<file path="src/rtl/sw_popcount.sv">
// -----------------------------------------------------------------------------
// sw_popcount
//
// Debounced switch bank with popcount / saturating-accumulate display.
//
// Raw switch levels are brought into the clock domain by a two-flop
// synchroniser. The synchronised value must then stay unchanged for
// DEBOUNCE_CYCLES cycles before it is accepted. Every accepted value is
// shown in one of two ways. In popcount mode, o_led shows the number of
// set switches. In accumulate mode, o_led shows a saturating running sum
// of those popcounts. The accumulator is updated in both modes.
//
// Ports
//   i_clk    : clock, rising edge
//   i_rst    : asynchronous active-high reset
//   i_sw     : raw switch levels (asynchronous to i_clk)
//   i_mode   : 0 = show popcount, 1 = show accumulator
//   i_clear  : synchronous accumulator clear
//   o_led    : registered display value
//   o_valid  : one-cycle pulse when o_led first shows a newly accepted value
//   o_sat    : registered flag, high while the accumulator is at full scale
// -----------------------------------------------------------------------------
module sw_popcount #(
    parameter int N_SW            = 4,
    parameter int DEBOUNCE_CYCLES = 4,
    parameter int ACC_W           = 8
) (
    input  logic             i_clk,
    input  logic             i_rst,
    input  logic [N_SW-1:0]  i_sw,
    input  logic             i_mode,
    input  logic             i_clear,
    output logic [ACC_W-1:0] o_led,
    output logic             o_valid,
    output logic             o_sat
);

    // A one-cycle debounce still needs a 1-bit counter, which stays at 0.
    localparam int CNT_W = (DEBOUNCE_CYCLES > 1) ? $clog2(DEBOUNCE_CYCLES) : 1;
    localparam logic [CNT_W-1:0] CNT_MAX = CNT_W'(DEBOUNCE_CYCLES - 1);
    localparam int POP_W = $clog2(N_SW + 1);

    // The accumulator must be wide enough to hold a single popcount.
    if (ACC_W < POP_W) begin : g_bad_acc_w
        $error("sw_popcount: ACC_W must be at least $clog2(N_SW+1)");
    end

    function automatic logic [ACC_W-1:0] popcnt(input logic [N_SW-1:0] v);
        logic [ACC_W-1:0] c;
        c = '0;
        for (int unsigned i = 0; i < N_SW; i++) begin
            c = c + ACC_W'(v[i]);
        end
        return c;
    endfunction

    // -------------------------------------------------------------------------
    // State
    // -------------------------------------------------------------------------
    logic [N_SW-1:0]  sync1_q, sync2_q;
    logic [N_SW-1:0]  cand_q,  cand_d;
    logic [CNT_W-1:0] cnt_q,   cnt_d;
    logic [N_SW-1:0]  deb_q,   deb_d;
    logic [ACC_W-1:0] acc_q,   acc_d;
    logic             accept_q, accept_d;
    logic [ACC_W-1:0] led_q,   led_d;
    logic             valid_q, valid_d;
    logic             sat_q,   sat_d;

    logic [ACC_W:0]   acc_sum;
    logic [ACC_W-1:0] pop_deb;

    // -------------------------------------------------------------------------
    // Debounce, accumulator and display next-state logic
    // -------------------------------------------------------------------------
    always_comb begin
        cand_d   = cand_q;
        cnt_d    = cnt_q;
        deb_d    = deb_q;
        acc_d    = acc_q;
        accept_d = 1'b0;

        // One extra carry bit detects overflow of the saturating add.
        acc_sum  = {1'b0, acc_q} + {1'b0, popcnt(cand_q)};
        pop_deb  = popcnt(deb_q);

        if (sync2_q != cand_q) begin
            // Any movement restarts the stability count on the new value.
            cand_d = sync2_q;
            cnt_d  = '0;
        end else begin
            if (cnt_q != CNT_MAX) begin
                cnt_d = cnt_q + CNT_W'(1);
            end
            // Accept only a value that differs from the current one.
            // This prevents a steady input from pulsing o_valid repeatedly.
            if ((cnt_q == CNT_MAX) && (cand_q != deb_q)) begin
                deb_d    = cand_q;
                accept_d = 1'b1;
            end
        end

        if (i_clear) begin
            acc_d = '0;
        end else if (accept_d) begin
            acc_d = acc_sum[ACC_W] ? '1 : acc_sum[ACC_W-1:0];
        end

        // The display stage registers the state present before this edge.
        // This makes it lag deb/acc by one cycle. The accept flag is delayed
        // by the same amount, so o_valid lines up with the new o_led value.
        led_d   = i_mode ? acc_q : pop_deb;
        sat_d   = (acc_q == '1);
        valid_d = accept_q;
    end

    // -------------------------------------------------------------------------
    // Registers
    // -------------------------------------------------------------------------
    always_ff @(posedge i_clk or posedge i_rst) begin
        if (i_rst) begin
            sync1_q  <= '0;
            sync2_q  <= '0;
            cand_q   <= '0;
            cnt_q    <= '0;
            deb_q    <= '0;
            acc_q    <= '0;
            accept_q <= 1'b0;
            led_q    <= '0;
            valid_q  <= 1'b0;
            sat_q    <= 1'b0;
        end else begin
            sync1_q  <= i_sw;
            sync2_q  <= sync1_q;
            cand_q   <= cand_d;
            cnt_q    <= cnt_d;
            deb_q    <= deb_d;
            acc_q    <= acc_d;
            accept_q <= accept_d;
            led_q    <= led_d;
            valid_q  <= valid_d;
            sat_q    <= sat_d;
        end
    end

    assign o_led   = led_q;
    assign o_valid = valid_q;
    assign o_sat   = sat_q;

endmodule

</file>
<file path="config.mk">
export PLATFORM = sky130hd
export DESIGN_NAME = sw_popcount
export DESIGN_NICKNAME = d
export VERILOG_FILES = /design/src/rtl/sw_popcount.sv
export SDC_FILE = /design/constraint.sdc
export NUM_CORES = 1
export LEC_CHECK = 0
export ABC_AREA = 0
export CAP_MARGIN = 40
export CORE_MARGIN = 5
export CORE_UTILIZATION = 55
export CTS_CLUSTER_DIAMETER = 30
export DETAILED_ROUTE_END_ITERATION = 6
export GPL_TIMING_DRIVEN = 0
export HOLD_SLACK_MARGIN = 0.02
export PLACE_DENSITY = 0.78
export SETUP_SLACK_MARGIN = 0.15
export SKIP_CTS_REPAIR_TIMING = 1
export SLEW_MARGIN = 20
export SYNTH_ARGS = -nofsm -noshare
export SYNTH_HDL_FRONTEND = slang
export SYNTH_SLANG_ARGS = --single-unit
</file>
<file path="constraint.sdc">
create_clock -name i_clk -period 3.2 [get_ports i_clk]
set_input_delay 0.64 -clock i_clk [delete_from_list [all_inputs] [get_ports i_clk]]
set_output_delay 0.64 -clock i_clk [all_outputs]
set_load 0.05 [all_outputs]
</file>
Word-level counts from Yosys, hierarchy flattened
Index checks and enable logic that the tools add are counted.

word-level totals
  register bits = 37
  input port bits = 8
  output and inout port bits = 10
  logic and storage cells = 36

operators by class
  add/sub/neg operators = 8
  equality and inequality tests = 5
  mux-type cells = 8
  bitwise logic cells = 1
  reduce and logical (&&, ||, !) cells = 4

operator list
  cell                 number
  $mux 8               4
  $add 8x4->9          1
  $add 3x1->4          2
  $eq 8x8->1 const B   1
  $ne 4x4->1           2
  $add 2x1->3          2
  $add 1x1->2          2
  $mux 2               2
  $reduce_bool 2->1    2
  $add 2x1->2 const B  1
  $eq 2x2->1 const B   1
  $mux 1               2
  $ne 2x2->1 const B   1
  $reduce_and 2->1     1
  $logic_and 1x1->1    1
  $not 1->1            1

Longest topological paths before layout
Gate-level depths: netlist of the first run.

  depth in word-level cells = 7
  mapped depth = 10
  mapped depth without buffers = 10

Least setup slack after synthesis of the first run
Ideal clock, no wire load.

  kind = register -> register
  start = register cand_q[0]
  end = register acc_q[2]
  library setup time = 0.077 ns
  data arrival time = 2.441 ns
  required time = 3.123 ns
  slack = 0.682 ns
  stages on the path, launching flop included = 10
  buffers on the path = 0
  path through = dfrtp_1 fa_1 inv_1 fa_1 inv_1 fa_1 nand3_1 or2_2 a41o_1 a21oi_1

on the way
  cells in the longest elaborated chain, start to end = 7
  elaborated cells on any way between the ends = 13

ends and longest elaborated chain
  item                    line  RTL
  start, declared         61    logic [N_SW-1:0] cand_q, cand_d;
  start signal, assigned  135   cand_q <= cand_d;
  $add 1x1->2             52    c = c + ACC_W'(v[i]);
  $add 2x1->3             52
  $add 3x1->4             52
  $add 8x4->9             84    acc_sum = {1'b0, acc_q} + {1'b0, popcnt(cand_q)};
  $mux 8                  106   acc_d = acc_sum[ACC_W] ? '1 : acc_sum[ACC_W-1:0];
  $mux 8                  105   end else if (accept_d) begin
  $mux 8                  103   if (i_clear) begin
  end signal, assigned    127   acc_q <= '0;
  end signal, assigned    138   acc_q <= acc_d;
  end, declared           64    logic [ACC_W-1:0] acc_q, acc_d;

Several ways; a longest one is shown, not always the timed one. The select of a mux whose other input is x is not followed.
A chain may end at the register's enable or synchronous reset.

Worst setup path after layout of the first run
Ends and elaborated chain as after synthesis.

==> out/metrics.yaml, run 1 <==
cp_top_family: "adder cells"
nFillCells: 215
worstMarginPinSlew_ps: 509
clk-insertion-delay-late_ps: 340
leakage_nw: 0.893
maxSlewHeadroom_pct: 65.9
worstPathMaxFanout: 6
ys_seq_area_share_pct: 56.2
p_per_area_mw_per_mm2: 400
cp.arrival_ps: 3040
dieArea_sq_mm: 0.00419
cap_violations: 0
period_needed_ps: 2770
start_util_pct: 58.7
drc: 0
ys.flop_type: "dfrtp_1"
diodes: 0
finalMaxSlewViolations: 0
io-pin-count: 18
peakVddDrop_v: 0.000364
clockBufferDepth: 2
crit_top_cell: "fa_1"
synth.avg_cell_area_sq_um: 12.4
setup_viol: 0
dp_hpwl_um: 1920
ys_types: 39
chipHeight_um: 64.7
grt_pass1_vias: 1050
grt_usage_pct: 15.2
clockRootBuffer: "clkbuf_4"
fin_nets: 173
critPathLaunchType: "flip-flop"
die_x_um: 64.7
h-tree-depth: 2
final-seq-area_sq_um: 926
area_delta_synth_final_pct: 16.4
synthCells: 133
path_clk_slew_ps: 100
routed_via_density: 5.42
grt_overflow: 0
period_share_pct: 86.6
fin_ws_ps: 430
final_cell_mix: "dfrtp_1, clkdlybuf4s50_1, inv_1, nor2_1"
hold_violations: 0
worstPathRequired_ps: 3470
post-place-ws_ps: 448
multi_input_area_sq_um: 618
cts_buffers: 5
grt_pass1_wl_um: 4800
cp-end-kind: "flip-flop"
hold_path.class: "reg -> reg"
place_congestion: 0.804
netlist_area_sq_mm: 0.00165
crit_slowest_cell: "fa_1"
wl_per_cell_um: 13.9
worstPathCellList: "fa_1 -> inv_1 -> fa_1 -> inv_1 -> fa_1 -> nand3_1 -> or2_2 -> a41o_1 -> a21oi_1"
core_sq_mm: 0.00281
syn-num-nets: 149
ant_nets: 0
critical_path_class: "reg -> reg"
cts.sinks: 37
async_flop_share_pct: 100
antenna_found_initial: 0
setup_tns_ps: 0
drtPass1Iterations: 4
vias: 1024
rsz0062_at_grt: "no"
ys_ff_latch: 37
drtIter0Drc: 37
final_layout_size_suffix_gt1_share_pct: 17.7
max_stage_delay_ps: 560
wl_um: 2620
num_rows: 19
fin_skew_ps: 6.35
grt_max_degree: 38
layout_commonest_cell: "dfrtp_1"
worst-path-buf-inv: 2
port_buffers: 16
synth_edf_count: 0
cts_tree: "yes"
max_freq_mhz: 361
ys_warn_count: 0
status: "finished clean"
## cell type report
cell class,instances,area share (%)
clock inverters,2,0.522
multi-input cells,74,32.2
well taps,31,2.02
inverters,14,3.00
clock buffers,6,2.15
repair buffers,17,9.39
plain buffers,8,2.41
flip-flops and latches,37,48.3
## sequential cells by signal (all words and copies together), names as in the netlist
| signal | count |
|---|---|
| o_valid | 1 |
| o_led | 8 |
| accept_q | 1 |
| sync2_q | 4 |
| acc_q | 8 |
| sync1_q | 4 |
| deb_q | 4 |
| cand_q | 4 |
| cnt_q | 2 |
| o_sat | 1 |
## report_power, final
part           internal, W  switching (W)  leakage, nW   total, W
clock            0.0000837       0.000148       0.0320   0.000232
combinational    0.0000254      0.0000280        0.372  0.0000534
sequential        0.000476     0.00000730        0.489   0.000483
## routing by layer
metal / up-vias / routed length (um) / track usage [%]
met5: - / 0 / 0
met4: 0 / 48 / 6.33
met3: 6 / 163 / 5.35
met2: 34 / 1200 / 23.1
met1: 490 / 1210 / 19.9
li1: 494 / - / -
## cell families after synthesis
family,synth area share (%)
adders and majority gates,7.90
DFF,56.2
buffers and inverters,6.30
and+or+nand+nor,11.8
muxes,4.71
xor gates and xnor gates,5.24
AOI/OAI and AO/OA,7.82
## cell usage after synthesis, types with 3 or more instances
cell type	count	area, sq um
mux2_2	6	67.6
and2_1	5	31.3
clkbuf_1	5	18.8
a21oi_1	3	15.0
nand2_1	4	15.0
xnor2_1	3	26.3
xor2_1	5	43.8
fa_1	4	80.1
inv_1	13	48.8
nor2_1	10	37.5
dfrtp_1	37	926
ha_1	4	50.1
## metrics by stage
step	cell area [sq um]	hold slack (ps)	util (%)	instances	total power, W
2_1_floorplan	1650	331	-	133	0.000526
3_3_place_gp	1850	332	65.8	180	0.000541
3_5_place_dp	1850	335	65.8	180	0.000544
4_1_cts	1900	359	67.7	188	0.000774
5_1_grt	1920	372	68.4	189	0.000808
6_report	1920	358	68.4	189	0.000768
## path summary, 6_finish.rpt
kind,start,to,slack [ps],depth (start not counted)
max reg2reg,cand_q[0],acc_q[2],430,9
min reg2reg,accept_q,o_valid,360,0
min in group asynchronous,i_rst,acc_q[2],460,2
max,cand_q[0],acc_q[2],430,9
max in group asynchronous,i_rst,acc_q[1],2370,3
min,accept_q,o_valid,360,0
Power figures use the tool's default switching activity.
==> inputs of run 2 (changes only) <==
--- a/config.mk
+++ b/config.mk
@@ -13,7 +13,7 @@
 export DETAILED_ROUTE_END_ITERATION = 6
 export GPL_TIMING_DRIVEN = 0
 export HOLD_SLACK_MARGIN = 0.02
-export PLACE_DENSITY = 0.78
+export PLACE_DENSITY_LB_ADDON = 0.08
 export SETUP_SLACK_MARGIN = 0.15
 export SKIP_CTS_REPAIR_TIMING = 1
 export SLEW_MARGIN = 20
==> run 2 against run 1 <==
  * Register-to-register slack improved by 20 ps
  * Sequential share of layout area fell by 0.77 points
  * Sequential cell count did not move
  * Worst hold slack improved by 3.6 ps
  * Core utilization rose by 1.1 points
  * Combinational power fell by 4.9%
  * Final area rose by 1.6%
  * Power rose by 20%
  * Non-clock buffer count fell by 1
  * Worst setup slack improved by 22 ps
  * Fmax rose by 0.79%
  * Highest routed layer unchanged
==> out/metrics.yaml, run 2 (synthesis results as in run 1) <==
chipHeight_um: 64.7
critical_path_class: "reg -> reg"
io-pin-count: 18
period_share_pct: 85.9
layout_commonest_cell: "dfrtp_1"
place_congestion: 0.800
grt_usage_pct: 14.6
h-tree-depth: 2
period_needed_ps: 2750
wl_per_cell_um: 14.0
setup_tns_ps: 0
drc: 0
dieArea_sq_mm: 0.00419
setup_viol: 0
peakVddDrop_v: 0.000384
grt_max_degree: 38
ant_nets: 0
clockRootBuffer: "clkbuf_4"
routed_via_density: 5.35
start_util_pct: 58.7
cts_tree: "yes"
hold_path.class: "reg -> reg"
dp_hpwl_um: 1920
worstPathMaxFanout: 6
final_layout_size_suffix_gt1_share_pct: 17.8
vias: 1006
core_sq_mm: 0.00281
placed_cell_area_sq_mm: 0.00185
fin_skew_ps: 11.4
fin_nets: 172
finalMaxSlewViolations: 0
status: "finished clean"
port_buffers: 16
final_cell_mix: "dfrtp_1, clkdlybuf4s50_1, inv_1, nor2_1, mux2_2"
antenna_found_initial: 0
max_stage_delay_ps: 560
max_freq_mhz: 364
p_per_area_mw_per_mm2: 474
die_x_um: 64.7
worstPathRequired_ps: 3470
critPathLaunchType: "flip-flop"
leakage_nw: 0.907
grt_pass1_vias: 1038
maxSlewHeadroom_pct: 51.6
path_clk_slew_ps: 110
area_delta_synth_final_pct: 18.3
cap_violations: 0
crit_slowest_cell: "fa_1"
grt_overflow: 0
worstMarginPinSlew_ps: 725
cts.sinks: 37
num_rows: 19
clockBufferDepth: 2
grt_pass1_wl_um: 4650
diodes: 0
worstPathCellList: "fa_1 -> inv_1 -> fa_1 -> inv_1 -> fa_1 -> nand3_1 -> or2_2 -> a41o_1 -> a21oi_1"
finalInstanceArea_sq_mm: 0.00195
rsz0062_at_grt: "no"
cp.arrival_ps: 3020
cp-end-kind: "flip-flop"
hold_violations: 0
wl_um: 2640
holdWs_ps: 361
cts_buffers: 5
nFillCells: 214
drtPass1Iterations: 4
crit_top_cell: "fa_1"
drtIter0Drc: 39
clk-insertion-delay-late_ps: 340
run 2: changes by cell type in the layout (fill, tap and decap cells not counted):
cell,before,now
bufinv_16,0,2
buf_12,1,0
clkbuf_1,6,5
clkinv_2,2,1
run 2: final timing paths:
check / from / to / slack (ps) / cells past startpoint
setup / recovery: cand_q[0] / acc_q[2] / 450 / 9
hold / removal: sync1_q[3] / sync2_q[3] / 360 / 0
setup reg to reg: cand_q[0] / acc_q[2] / 450 / 9
hold reg to reg: sync1_q[3] / sync2_q[3] / 360 / 0
max in group asynchronous: i_rst / o_led[1] / 1990 / 2
min in group asynchronous: i_rst / sync2_q[0] / 740 / 2
run 2: worst max-delay path: cells and delay by family (launching register included):
family	cells	cell delay (ps)
AND/OR/NAND/NOR	2	570
adder cells (fa/ha/maj)	3	1170
flip-flops	1	450
buffers and inverters	2	130
AO/OA/AOI/OAI	2	370
run 2: layout make-up:
class | instances | area (sq um) | share of cell area (%)
well taps | 31 | 38.8 | 1.99
clock buffers | 5 | 37.5 | 1.93
inverters | 14 | 57.6 | 2.95
clock inverters | 3 | 65.1 | 3.34
multi-input cells | 74 | 618 | 31.7
flip-flops and latches | 37 | 926 | 47.5
repair buffers | 16 | 160 | 8.22
plain buffers | 8 | 46.3 | 2.37
run 2: per-stage QoR:
| stage | util [%] | total power, W | instances | worst slack (ps) |
|---|---|---|---|---|
| after floorplan | - | 0.000526 | 133 | 682 |
| after global placement | 65.8 | 0.000541 | 180 | 499 |
| after detailed placement | 65.8 | 0.000544 | 180 | 458 |
| after CTS | 69.5 | 0.000935 | 188 | 449 |
| after global routing | 69.5 | 0.000968 | 188 | 292 |
| final | 69.5 | 0.000924 | 188 | 452 |
run 2: routing by layer:
layer  up-vias  track usage, %  share of wire, %
met5         -               0                 0
li1        489               -                 -
met3         5            4.84               4.5
met1       486            19.4                50
met2        26            22.1                45
met4         0            6.33               1.4
run 2: power breakdown:
group	leakage, nW	internal, W	total, W	switching (W)
Clock	0.0552	0.000242	0.000390	0.000148
Combinational	0.363	0.0000228	0.0000508	0.0000279
Sequential	0.489	0.000476	0.000483	0.00000714
